===== src/rtl/mod_n_updown_counter.sv =====
// Up/down counter with a run-time programmable modulus M, parallel load and
// count enable. Wrap-around and illegal modulus writes each give a one-cycle pulse.
module mod_n_updown_counter #(
    parameter int unsigned WIDTH     = 4,
    parameter int unsigned N_DEFAULT = 10
) (
    input  logic             clk,
    input  logic             rstn,
    input  logic             en,
    input  logic             up_dn,
    input  logic             load,
    input  logic [WIDTH-1:0] load_val,
    input  logic             mod_wr,
    input  logic [WIDTH-1:0] mod_in,
    output logic [WIDTH-1:0] out,
    output logic [WIDTH-1:0] mod_q,
    output logic             tc,
    output logic             err
);

    typedef enum logic [2:0] {
        OP_HOLD,
        OP_MOD_WR,
        OP_LOAD,
        OP_UP,
        OP_DOWN
    } op_e;

    localparam logic [WIDTH-1:0] MOD_RESET = WIDTH'(N_DEFAULT);
    localparam logic [WIDTH-1:0] MOD_MIN   = WIDTH'(2);

    logic [WIDTH-1:0] count_q, count_d;
    logic [WIDTH-1:0] modulus_q, modulus_d;
    logic             tc_q, tc_d;
    logic             err_q, err_d;
    logic [WIDTH-1:0] top_val;
    op_e              op;

    // modulus_q is never below 2, so M-1 never underflows
    assign top_val = modulus_q - 1'b1;

    always_comb begin
        op = OP_HOLD;
        if (mod_wr) begin
            op = OP_MOD_WR;
        end else if (load) begin
            op = OP_LOAD;
        end else if (en) begin
            op = up_dn ? OP_UP : OP_DOWN;
        end
    end

    always_comb begin
        count_d   = count_q;
        modulus_d = modulus_q;
        tc_d      = 1'b0;
        err_d     = 1'b0;
        unique case (op)
            OP_MOD_WR: begin
                if (mod_in >= MOD_MIN) begin
                    modulus_d = mod_in;
                    count_d   = '0;
                end else begin
                    err_d = 1'b1;
                end
            end
            OP_LOAD: begin
                count_d = (load_val <= top_val) ? load_val : top_val;
            end
            OP_UP: begin
                if (count_q == top_val) begin
                    count_d = '0;
                    tc_d    = 1'b1;
                end else begin
                    count_d = count_q + 1'b1;
                end
            end
            OP_DOWN: begin
                if (count_q == '0) begin
                    count_d = top_val;
                    tc_d    = 1'b1;
                end else begin
                    count_d = count_q - 1'b1;
                end
            end
            default: ;
        endcase
    end

    always_ff @(posedge clk) begin
        if (rstn) begin
            count_q   <= '0;
            modulus_q <= MOD_RESET;
            tc_q      <= 1'b0;
            err_q     <= 1'b0;
        end else begin
            count_q   <= count_d;
            modulus_q <= modulus_d;
            tc_q      <= tc_d;
            err_q     <= err_d;
        end
    end

    assign out   = count_q;
    assign mod_q = modulus_q;
    assign tc    = tc_q;
    assign err   = err_q;

endmodule


===== config.mk =====
export PLATFORM = sky130hd
export DESIGN_NAME = mod_n_updown_counter
export DESIGN_NICKNAME = d
export VERILOG_FILES = /design/src/rtl/mod_n_updown_counter.sv
export SDC_FILE = /design/constraint.sdc
export NUM_CORES = 1
export LEC_CHECK = 0
export BUFFER_PORTS_ARGS = -buffer_cell sky130_fd_sc_hd__buf_2
export CORE_UTILIZATION = 45
export CTS_CLUSTER_SIZE = 8
export DETAILED_ROUTE_END_ITERATION = 8
export HOLD_SLACK_MARGIN = 0.08
export PLACE_DENSITY = 0.67
export SYNTH_ARGS = -nofsm -noshare
export SYNTH_HDL_FRONTEND = slang
export SYNTH_SLANG_ARGS = --single-unit

===== constraint.sdc =====
create_clock -name clk -period 5.1 [get_ports clk]
set_input_delay 0.765 -clock clk [delete_from_list [all_inputs] [get_ports clk]]
set_output_delay 0.765 -clock clk [all_outputs]
set_load 0.03 [all_outputs]

== After elaboration in Yosys (flattened, before gate mapping) ==
Cells that the tools add are included.

* Output and inout bits: 10
* Logic and storage cells: 34
* Input bits: 14
* Register bits: 10

* Order comparisons: 2
* Muxes and demuxes: 13
* Bitwise operators: 1
* Eq/ne operators: 6
* $add $sub $neg: 3
* Reductions and logical operators: 5

{| class="wikitable"
|+ Operator list
! kind !! count
|-
| 4-bit 2-to-1 mux || 4
|-
| 4-bit one-hot mux with 4 select lines || 1
|-
| 3-bit 2-to-1 mux || 4
|-
| 4-bit by 1-bit subtractor with 4-bit output (second input constant) || 2
|-
| 3-bit by 2-bit == test with 1-bit output (second input constant) || 2
|-
| 4-bit by 1-bit adder with 4-bit output (second input constant) || 1
|-
| 4-bit == test || 1
|-
| 4-bit by 2-bit >= comparator with 1-bit output (second input constant) || 1
|-
| 4-bit <= comparator || 1
|-
| 4-bit logical NOT || 1
|-
| 2-bit AND reduction || 2
|-
| 4-bit nonzero test || 1
|-
| 3-bit by 1-bit == test with 1-bit output (second input constant) || 1
|-
| 3-bit == test (second input constant) || 1
|-
| 1-bit 2-to-1 mux || 3
|-
| 2-bit != test (second input constant) || 1
|-
| 1-bit one-hot mux with 2 select lines || 1
|-
| 2-bit OR reduction || 1
|-
| 1-bit inverter || 1
|}

== Depth between registers and ports, before layout ==
Gate-level depths: netlist of run 1.

* Depth after elaboration: 7
* Mapped depth: 11
* Mapped depth without buffers: 9

== Worst setup path before layout of run 1 ==
Ideal clock, no wire load.

* Path kind: reg2reg
* From: register modulus_q[0], in the netlist mod_q[0]
* To: register count_q[3], in the netlist out[3]
* Setup slack: 2.434 ns
* Data required time: 5.023 ns
* Data arrival time: 2.589 ns
* Path buffers: 2
* Library setup time: 0.077 ns
* Clock period less this slack: 2.666 ns
* Cell stages (with the launch flop): 11
* Cell sequence: dfxtp_1 > buf_2 > inv_1 > ha_1 > xnor2_2 > ha_1 > and4_1 > clkbuf_1 > a21oi_1 > mux2_2 > o22ai_1

* Word-level cells in the longest chain between the ends: 4
* Elaborated cells between the ends (all ways): 7
* Classes of those cells: add/sub (1); order compare (1); eq/ne (1); mux (4)

{| class="wikitable"
|+ RTL lines
! item !! line !! RTL
|-
| start, declared || 33 || <nowiki>logic [WIDTH-1:0] modulus_q, modulus_d;</nowiki>
|-
| start signal, assigned || 98 || <nowiki>modulus_q <= modulus_d;</nowiki>
|-
| 4-bit by 1-bit subtractor with 4-bit output * || 40 || <nowiki>assign top_val = modulus_q - 1'b1;</nowiki>
|-
| 4-bit <= comparator / 4-bit == test (equally long branches) || 68, 71 ||
|-
| 4-bit 2-to-1 mux, on equally long branches || 68, 71 ||
|-
| 4-bit one-hot mux with 4 select lines * || 58 || <nowiki>unique case (op)</nowiki>
|-
| end signal, assigned || 97 || <nowiki>count_q <= count_d;</nowiki>
|-
| end, declared || 32 || <nowiki>logic [WIDTH-1:0] count_q, count_d;</nowiki>
|}

Mark *: on every way between the ends. The rest lies on a longest branch, timed or not.
A chain may end at the register's enable or synchronous reset.

== Final worst setup path of run 1 ==
Ends and elaborated chain as after synthesis.

==> flow_summary.yaml, run 1 <==
sta:
  whs_ps: 588.1
  setup_violations: 0
  clock-skew-final_ps: 0.4026
  layout_setup_ws_ps: 2490
  fin_setup_tns_ps: 0
  finalHoldViolations: 0
  worst_pin_slew_ps: 452.7
  fin_crit_sh_pct: 51.18
  rsz0062_at_grt: "false"
  timing.final.crit_period_ps: 2610
  slew_viol_final: 0
  slew_headroom_pct: 69.75
  fmax_mhz: 383.1
cts:
  cts_buffer_depth: 2
  cts_resized: 0
  clk_pin_slew_worst_paths_ps: 70
  postCtsHoldBufs: 0
  cts_max_level: 1
  insertion_delay_ps: 270
  cts_tree: "yes"
  clock_sinks: 10
  cts_buffers: 3
  post_cts_buffers: 0
  root_buffer: "clkbuf_4"
cells_and_area:
  fillerInstances: 206
  fin_nets: 153
  antenna_cells: 0
  synthToLayoutAreaGrowth_pct: 14.69
  drive_gt1_share_pct: 27.69
flow_run:
  drv_cap: 0
floorplanning:
  die-width_um: 47.64
  fp-row-count: 16
  io_pins: 24
  initial_core_util_pct: 47.77
  die-height_um: 47.64
  fp.coreArea_sq_um: 1962
  die-area_sq_um: 2269
critical_path:
  setup.worst_path.end_class: "register"
  path_class: "reg -> reg"
  startpoint_type: "register"
  cp.arrival_ps: 2810
  cp.required_ps: 5300
  r2r-end: "out[3]"
  cp_max_fo: 9
  ff2ff_setup_slack_ps: 2490
  reg2reg_depth: 8
  r2r_start: "mod_q[0]"
grt:
  gr-usage-all-layers_pct: 21.81
  grt_max_degree: 12
  antenna_found_initial: 0
  grt_pass1_vias: 788
  grt_overflow: 0
  grt_pass1_wl_mm: 3.408
yosys:
  synth-seq-cells: 10
  synthArstFlopShare_pct: 0
  synth_top_area_share_pct: 21.36
  synthCells: 110
  synth.area.top_cells: "dfxtp_1 (21%), ha_1 (9.3%), xnor2_1 (5.6%)"
  syn_nets: 131
  synth-seq-area-share_pct: 21.36
  synth_cell_types: 46
  synth_warnings: 0
  ys.flop_type: "dfxtp_1"
  syn_area_per_cell_sq_um: 8.520
  synth_area_sq_um: 937.1
  synth-edff-count: 0
  yosysTopAreaCell: "dfxtp_1"
power:
  p_per_area_nw_per_um2: 236.2
  peakVddDrop_mv: 0.1591
  leakagePower_nw: 0.4447
place:
  gp_congestion: 0.8366
  post-place-ws_ps: 2517
  hpwlAfterDp_mm: 1.674
  port-buffer-count: 23
drt:
  vias: 904
  initialDrtViolationCount: 21
  final_antenna_net_count: 0
  dr.pass1.iters: 4
  vias_per_cell: 5.758
  drt_wl_total_mm: 2.101
  drc_errors: 0
  post_drt_wl_per_cell_um: 13.38
hold_path:
  hold_class: "reg -> reg"
  whs_endpoint: "mod_q[1]"
  hold_depth: 1
  min-delay-start: "mod_q[1]"
run_status:
  status: "complete, no violations"
sequential cells by signal, summed over array words and instances, names as in the netlist:
signal and count:
tc 1, mod_q 4, out 4, err 1
cell type report:
type	instances	area, sq um	area share (%)
clock buffers	3	22.52	2.095
inverters	10	37.54	3.492
multi-input cells	84	665.6	61.93
flip-flops and latches	10	200.2	18.63
well taps	27	33.78	3.143
repair buffers	23	115.1	10.71
power breakdown:
group | leakage (nW) | switching (W) | internal [W] | total, W
clock network | 0.0138 | 0.0000306 | 0.0000274 | 0.0000579
registers | 0.0820 | 0.0000106 | 0.0000830 | 0.0000936
logic | 0.349 | 0.0000589 | 0.0000434 | 0.000102
total | 0.445 | 0.000100 | 0.000154 | 0.000254
cells in the final DEF, fill, tap and decap left out, types with 2 or more instances in the layout:
cell type	instances
clkbuf_4	3
o31ai_1	2
buf_2	23
ha_1	7
o21ai_0	6
or3_1	3
inv_1	10
dfxtp_1	10
nand3_1	3
nor2b_1	2
nand2_1	7
nor2_1	3
a21oi_1	7
nor3_1	4
and3_1	2
nor3b_1	3
xnor2_2	2
xnor2_1	6
cell families (layout without fill, tap and decap cells):
| kind of cell | Yosys count | count (layout) | share of synthesized area (%) |
|---|---|---|---|
| and+or+nand+nor | 37 | 37 | 25.64 |
| xor gates and xnor gates | 8 | 8 | 9.079 |
| AOI/OAI and AO/OA | 30 | 30 | 24.70 |
| DFF | 10 | 10 | 21.36 |
| adders and majority gates | 7 | 7 | 9.345 |
| buffers and inverters | 16 | 36 | 7.610 |
| muxes | 2 | 2 | 2.270 |
Yosys cell counts (2+ instances only):
cell type   n
nand2_1     7
clkbuf_1    2
dfxtp_1    10
nor3b_1     3
xnor2_1     6
nor3_1      4
nor2b_1     2
and3_1      2
xnor2_2     2
o31ai_1     2
buf_2       3
a21oi_1     7
o21ai_0     6
or3_1       3
ha_1        7
nor2_1      3
inv_1      10
nand3_1     3
layer usage:
| metal | track usage [%] | up-vias | wire (um) |
|---|---|---|---|
| li1 | - | 453 | - |
| met1 | 28.22 | 414 | 970 |
| met2 | 35.07 | 35 | 967 |
| met3 | 4.151 | 2 | 148 |
| met4 | 10.00 | 0 | 15 |
| met5 | 0 | - | 0 |
metrics by stage:
| stage | util, % | instances | instance area, sq um | total power [W] |
|---|---|---|---|---|
| 6_report | 54.78 | 157 | 1075 | 0.0002539 |
| 4_1_cts | 54.78 | 157 | 1075 | 0.0002547 |
| 5_1_grt | 54.78 | 157 | 1075 | 0.0002690 |
| 3_5_place_dp | 53.64 | 154 | 1052 | 0.0001970 |
| 2_1_floorplan | - | 110 | 937.1 | 0.0001733 |
| 3_3_place_gp | 53.64 | 154 | 1052 | 0.0001963 |
worst max-delay path, cell delays in order (launching register included):
cell     delay, ps
dfxtp_1        490
inv_1          130
ha_1           240
xnor2_2        330
ha_1           310
and4_1         270
a21oi_1        240
mux2_2         370
o22ai_1        150
worst max-delay path by stage:
stage | slack (ps) | start | to | cells past startpoint
finish | 2490 | mod_q[0] | out[3] | 8
detailed placement | 2520 | mod_q[0] | out[3] | 8
global placement | 2620 | mod_q[0] | out[3] | 8
global route | 2340 | mod_q[0] | out[3] | 8
floorplan | 2430 | mod_q[0] | out[3] | 10
CTS | 2480 | mod_q[0] | out[3] | 8
Note: power is estimated with default switching activity, not from simulation.
==> run 2: changes to the inputs <==
- ABC_AREA: default -> 1
- PLACE_DENSITY: 0.67 -> 0.69
- clock period: 5.1 -> 2.2 ns (I/O delays scaled with it)
==> flow_summary.yaml, run 2 <==
run_status:
  status: "complete, no violations"
yosys:
  synthArstFlopShare_pct: 0
  syn_area_per_cell_sq_um: 6.605
  synth_warnings: 0
  yosysTopAreaCell: "dfxtp_1"
  synth.most_common_cell: "nand2_1"
  synth_top_area_share_pct: 21.65
  synth.area.top_cells: "dfxtp_1 (22%), nand3_1 (12%), nand2_1 (11%)"
  synthTopCellsByCount: "nand2_1 (26), nand3_1 (23), inv_1 (17), nor2_1 (14), dfxtp_1 (10)"
  synthCells: 140
  syn_nets: 161
  ys.flop_type: "dfxtp_1"
  synth_area_sq_um: 924.6
  synth-seq-area-share_pct: 21.65
  synth_cell_types: 22
  synth-seq-cells: 10
  synth-edff-count: 0
sta:
  fin_setup_tns_ps: 0
  setup_violations: 0
  fmax_mhz: 506.6
  finalHoldViolations: 0
  worst_pin_slew_ps: 465.6
  fin_crit_sh_pct: 89.73
  rsz0062_at_grt: "false"
  timing.final.crit_period_ps: 1974
  slew_headroom_pct: 68.84
  clock-skew-final_ps: 1.736
  slew_viol_final: 0
critical_path:
  path_buf_inv: 2
  cpPeakStageDelay_ps: 360
  startpoint_type: "register"
  cp_max_fo: 5
  ff2ff_setup_slack_ps: 230
  critPathMostFrequentCell: "nand2_1"
  cp.arrival_ps: 2180
  critPathSlowestCell: "dfxtp_1"
  cp.required_ps: 2400
  setup.worst_path.end_class: "register"
  path_class: "reg -> reg"
  path_cells: "inv_1 > ha_1 > nand2_1 > nand2_2 > ha_1 > nand2_1 > inv_1 > nand2_1 > nand2_2 > nand2_2 > nand2_1 > nand3_1 > o21ai_1 > nor2_1 > nor2_1"
  cp_top_family: "simple AND/OR/NAND/NOR gates"
grt:
  grt_pass1_wl_mm: 3.594
  grt_max_degree: 11
  grt_pass1_vias: 891
  antenna_found_initial: 0
  gr-usage-all-layers_pct: 22.81
  grt_overflow: 0
power:
  p_per_area_nw_per_um2: 578.9
  seqPwrFrac_pct: 32.1
  power_w: 0.0006548
  internal_power_w: 0.0003909
  power_frac_clock_pct: 26.2
  sw_frac_of_total_pct: 40.31
  combPwrFrac_pct: 41.7
  leakagePower_nw: 0.6179
  p_sw_w: 0.0002639
  peakVddDrop_mv: 0.3478
cts:
  cts_resized: 0
  clk_pin_slew_worst_paths_ps: 70
  cts_buffer_depth: 2
  postCtsHoldBufs: 0
  cts_max_level: 1
  post_cts_buffers: 0
  cts_buffers: 3
  clock_sinks: 10
  insertion_delay_ps: 270
  root_buffer: "clkbuf_4"
  cts_tree: "yes"
floorplanning:
  die-height_um: 47.33
  fp.coreArea_sq_um: 1942
  fp-row-count: 16
  initial_core_util_pct: 47.62
  die-area_sq_um: 2240
  io_pins: 24
  die-width_um: 47.33
drt:
  initialDrtViolationCount: 19
  vias: 986
  drt_wl_total_mm: 2.237
  final_antenna_net_count: 0
  dr.pass1.iters: 4
  vias_per_cell: 5.056
  post_drt_wl_per_cell_um: 11.47
  drc_errors: 0
place:
  hpwlAfterDp_mm: 1.814
  gp_congestion: 0.9187
  place_area_sq_um: 1085
  place_inst: 191
  port-buffer-count: 23
cells_and_area:
  drive_gt1_share_pct: 32.14
  fillerInstances: 187
  final_common_cell: "nand2_1"
  utilization_pct: 58.25
  final_cell_area_sq_um: 1131
  stdcell_count: 195
  synthToLayoutAreaGrowth_pct: 22.33
  fin_nets: 190
  mostFrequentLayoutCells: "nand2_1 (24), buf_2 (23), nand3_1 (22)"
  antenna_cells: 0
hold_path:
  hold_class: "in -> reg"
flow_run:
  drv_cap: 0
run 2: cell count changes in the layout (fill, tap and decap cells not counted), sizes merged, moves of 4 or more:
| cell | previous run | this run |
|---|---|---|
| nor3b | 4 | 0 |
| xor2 | 0 | 6 |
| nand3 | 3 | 25 |
| nor2 | 3 | 18 |
| inv | 10 | 22 |
| xnor2 | 8 | 0 |
| nand2 | 7 | 35 |
run 2: cells by family after synthesis:
family	count (synthesis)	synth area share, %
adder cells (fa/ha/maj)	7	9.472
buffers and inverters	23	9.337
AO/OA/AOI/OAI	13	7.307
AND/OR/NAND/NOR	81	46.55
flip-flops	10	21.65
XOR/XNOR	6	5.683
run 2: worst paths after layout:
check	from	end	cells after the start
hold / removal	mod_in[3]	mod_q[3]	3
setup reg to reg	mod_q[1]	out[1]	15
hold reg to reg	mod_q[1]	mod_q[1]	2
setup / recovery	mod_q[1]	out[1]	15
run 2: stage by stage:
stage	hold WS [ps]	worst slack (ps)
floorplan	452.3	88.02
global placement	513.7	276.0
detailed placement	531.4	183.2
CTS	281.8	178.3
global route	307.4	41.64
finish	286.4	226.0
run 2: cell type report:
class,instances,area [sq um],share of cell area [%]
Multi-Input combinational cell,107,648.1,57.30
Tap cell,27,33.78,2.987
Sequential cell,10,200.2,17.70
Clock buffer,4,36.28,3.208
Timing Repair Buffer,25,130.1,11.50
Inverter,22,82.58,7.301
run 2: power groups by stage:
| stage | clock network (W) | registers [W] | logic [W] |
|---|---|---|---|
| final | 0.000171 | 0.000210 | 0.000273 |
| after global routing | 0.000183 | 0.000213 | 0.000303 |
| after CTS | 0.000176 | 0.000210 | 0.000266 |
| after detailed placement | 0 | 0.000214 | 0.000265 |
| after global placement | 0 | 0.000214 | 0.000261 |
| after floorplan | 0 | 0.000237 | 0.000170 |
run 2: routing by layer:
layer	GRT usage, %	up-vias	wire length [um]
li1	-	504	-
met1	30.05	435	997
met3	1.538	8	141
met4	13.71	0	75
met5	0	-	0
met2	36.16	39	1023
run 2: worst register-to-register path: stages, from the launching register on:
cell and delay [ps]:
dfxtp_1 360, inv_1 70, ha_1 190, nand2_1 100, nand2_2 90, ha_1 280
nand2_1 50, inv_1 80, nand2_1 70, nand2_2 110, nand2_2 90, nand2_1 70
nand3_1 60, o21ai_1 120, nor2_1 70, nor2_1 110
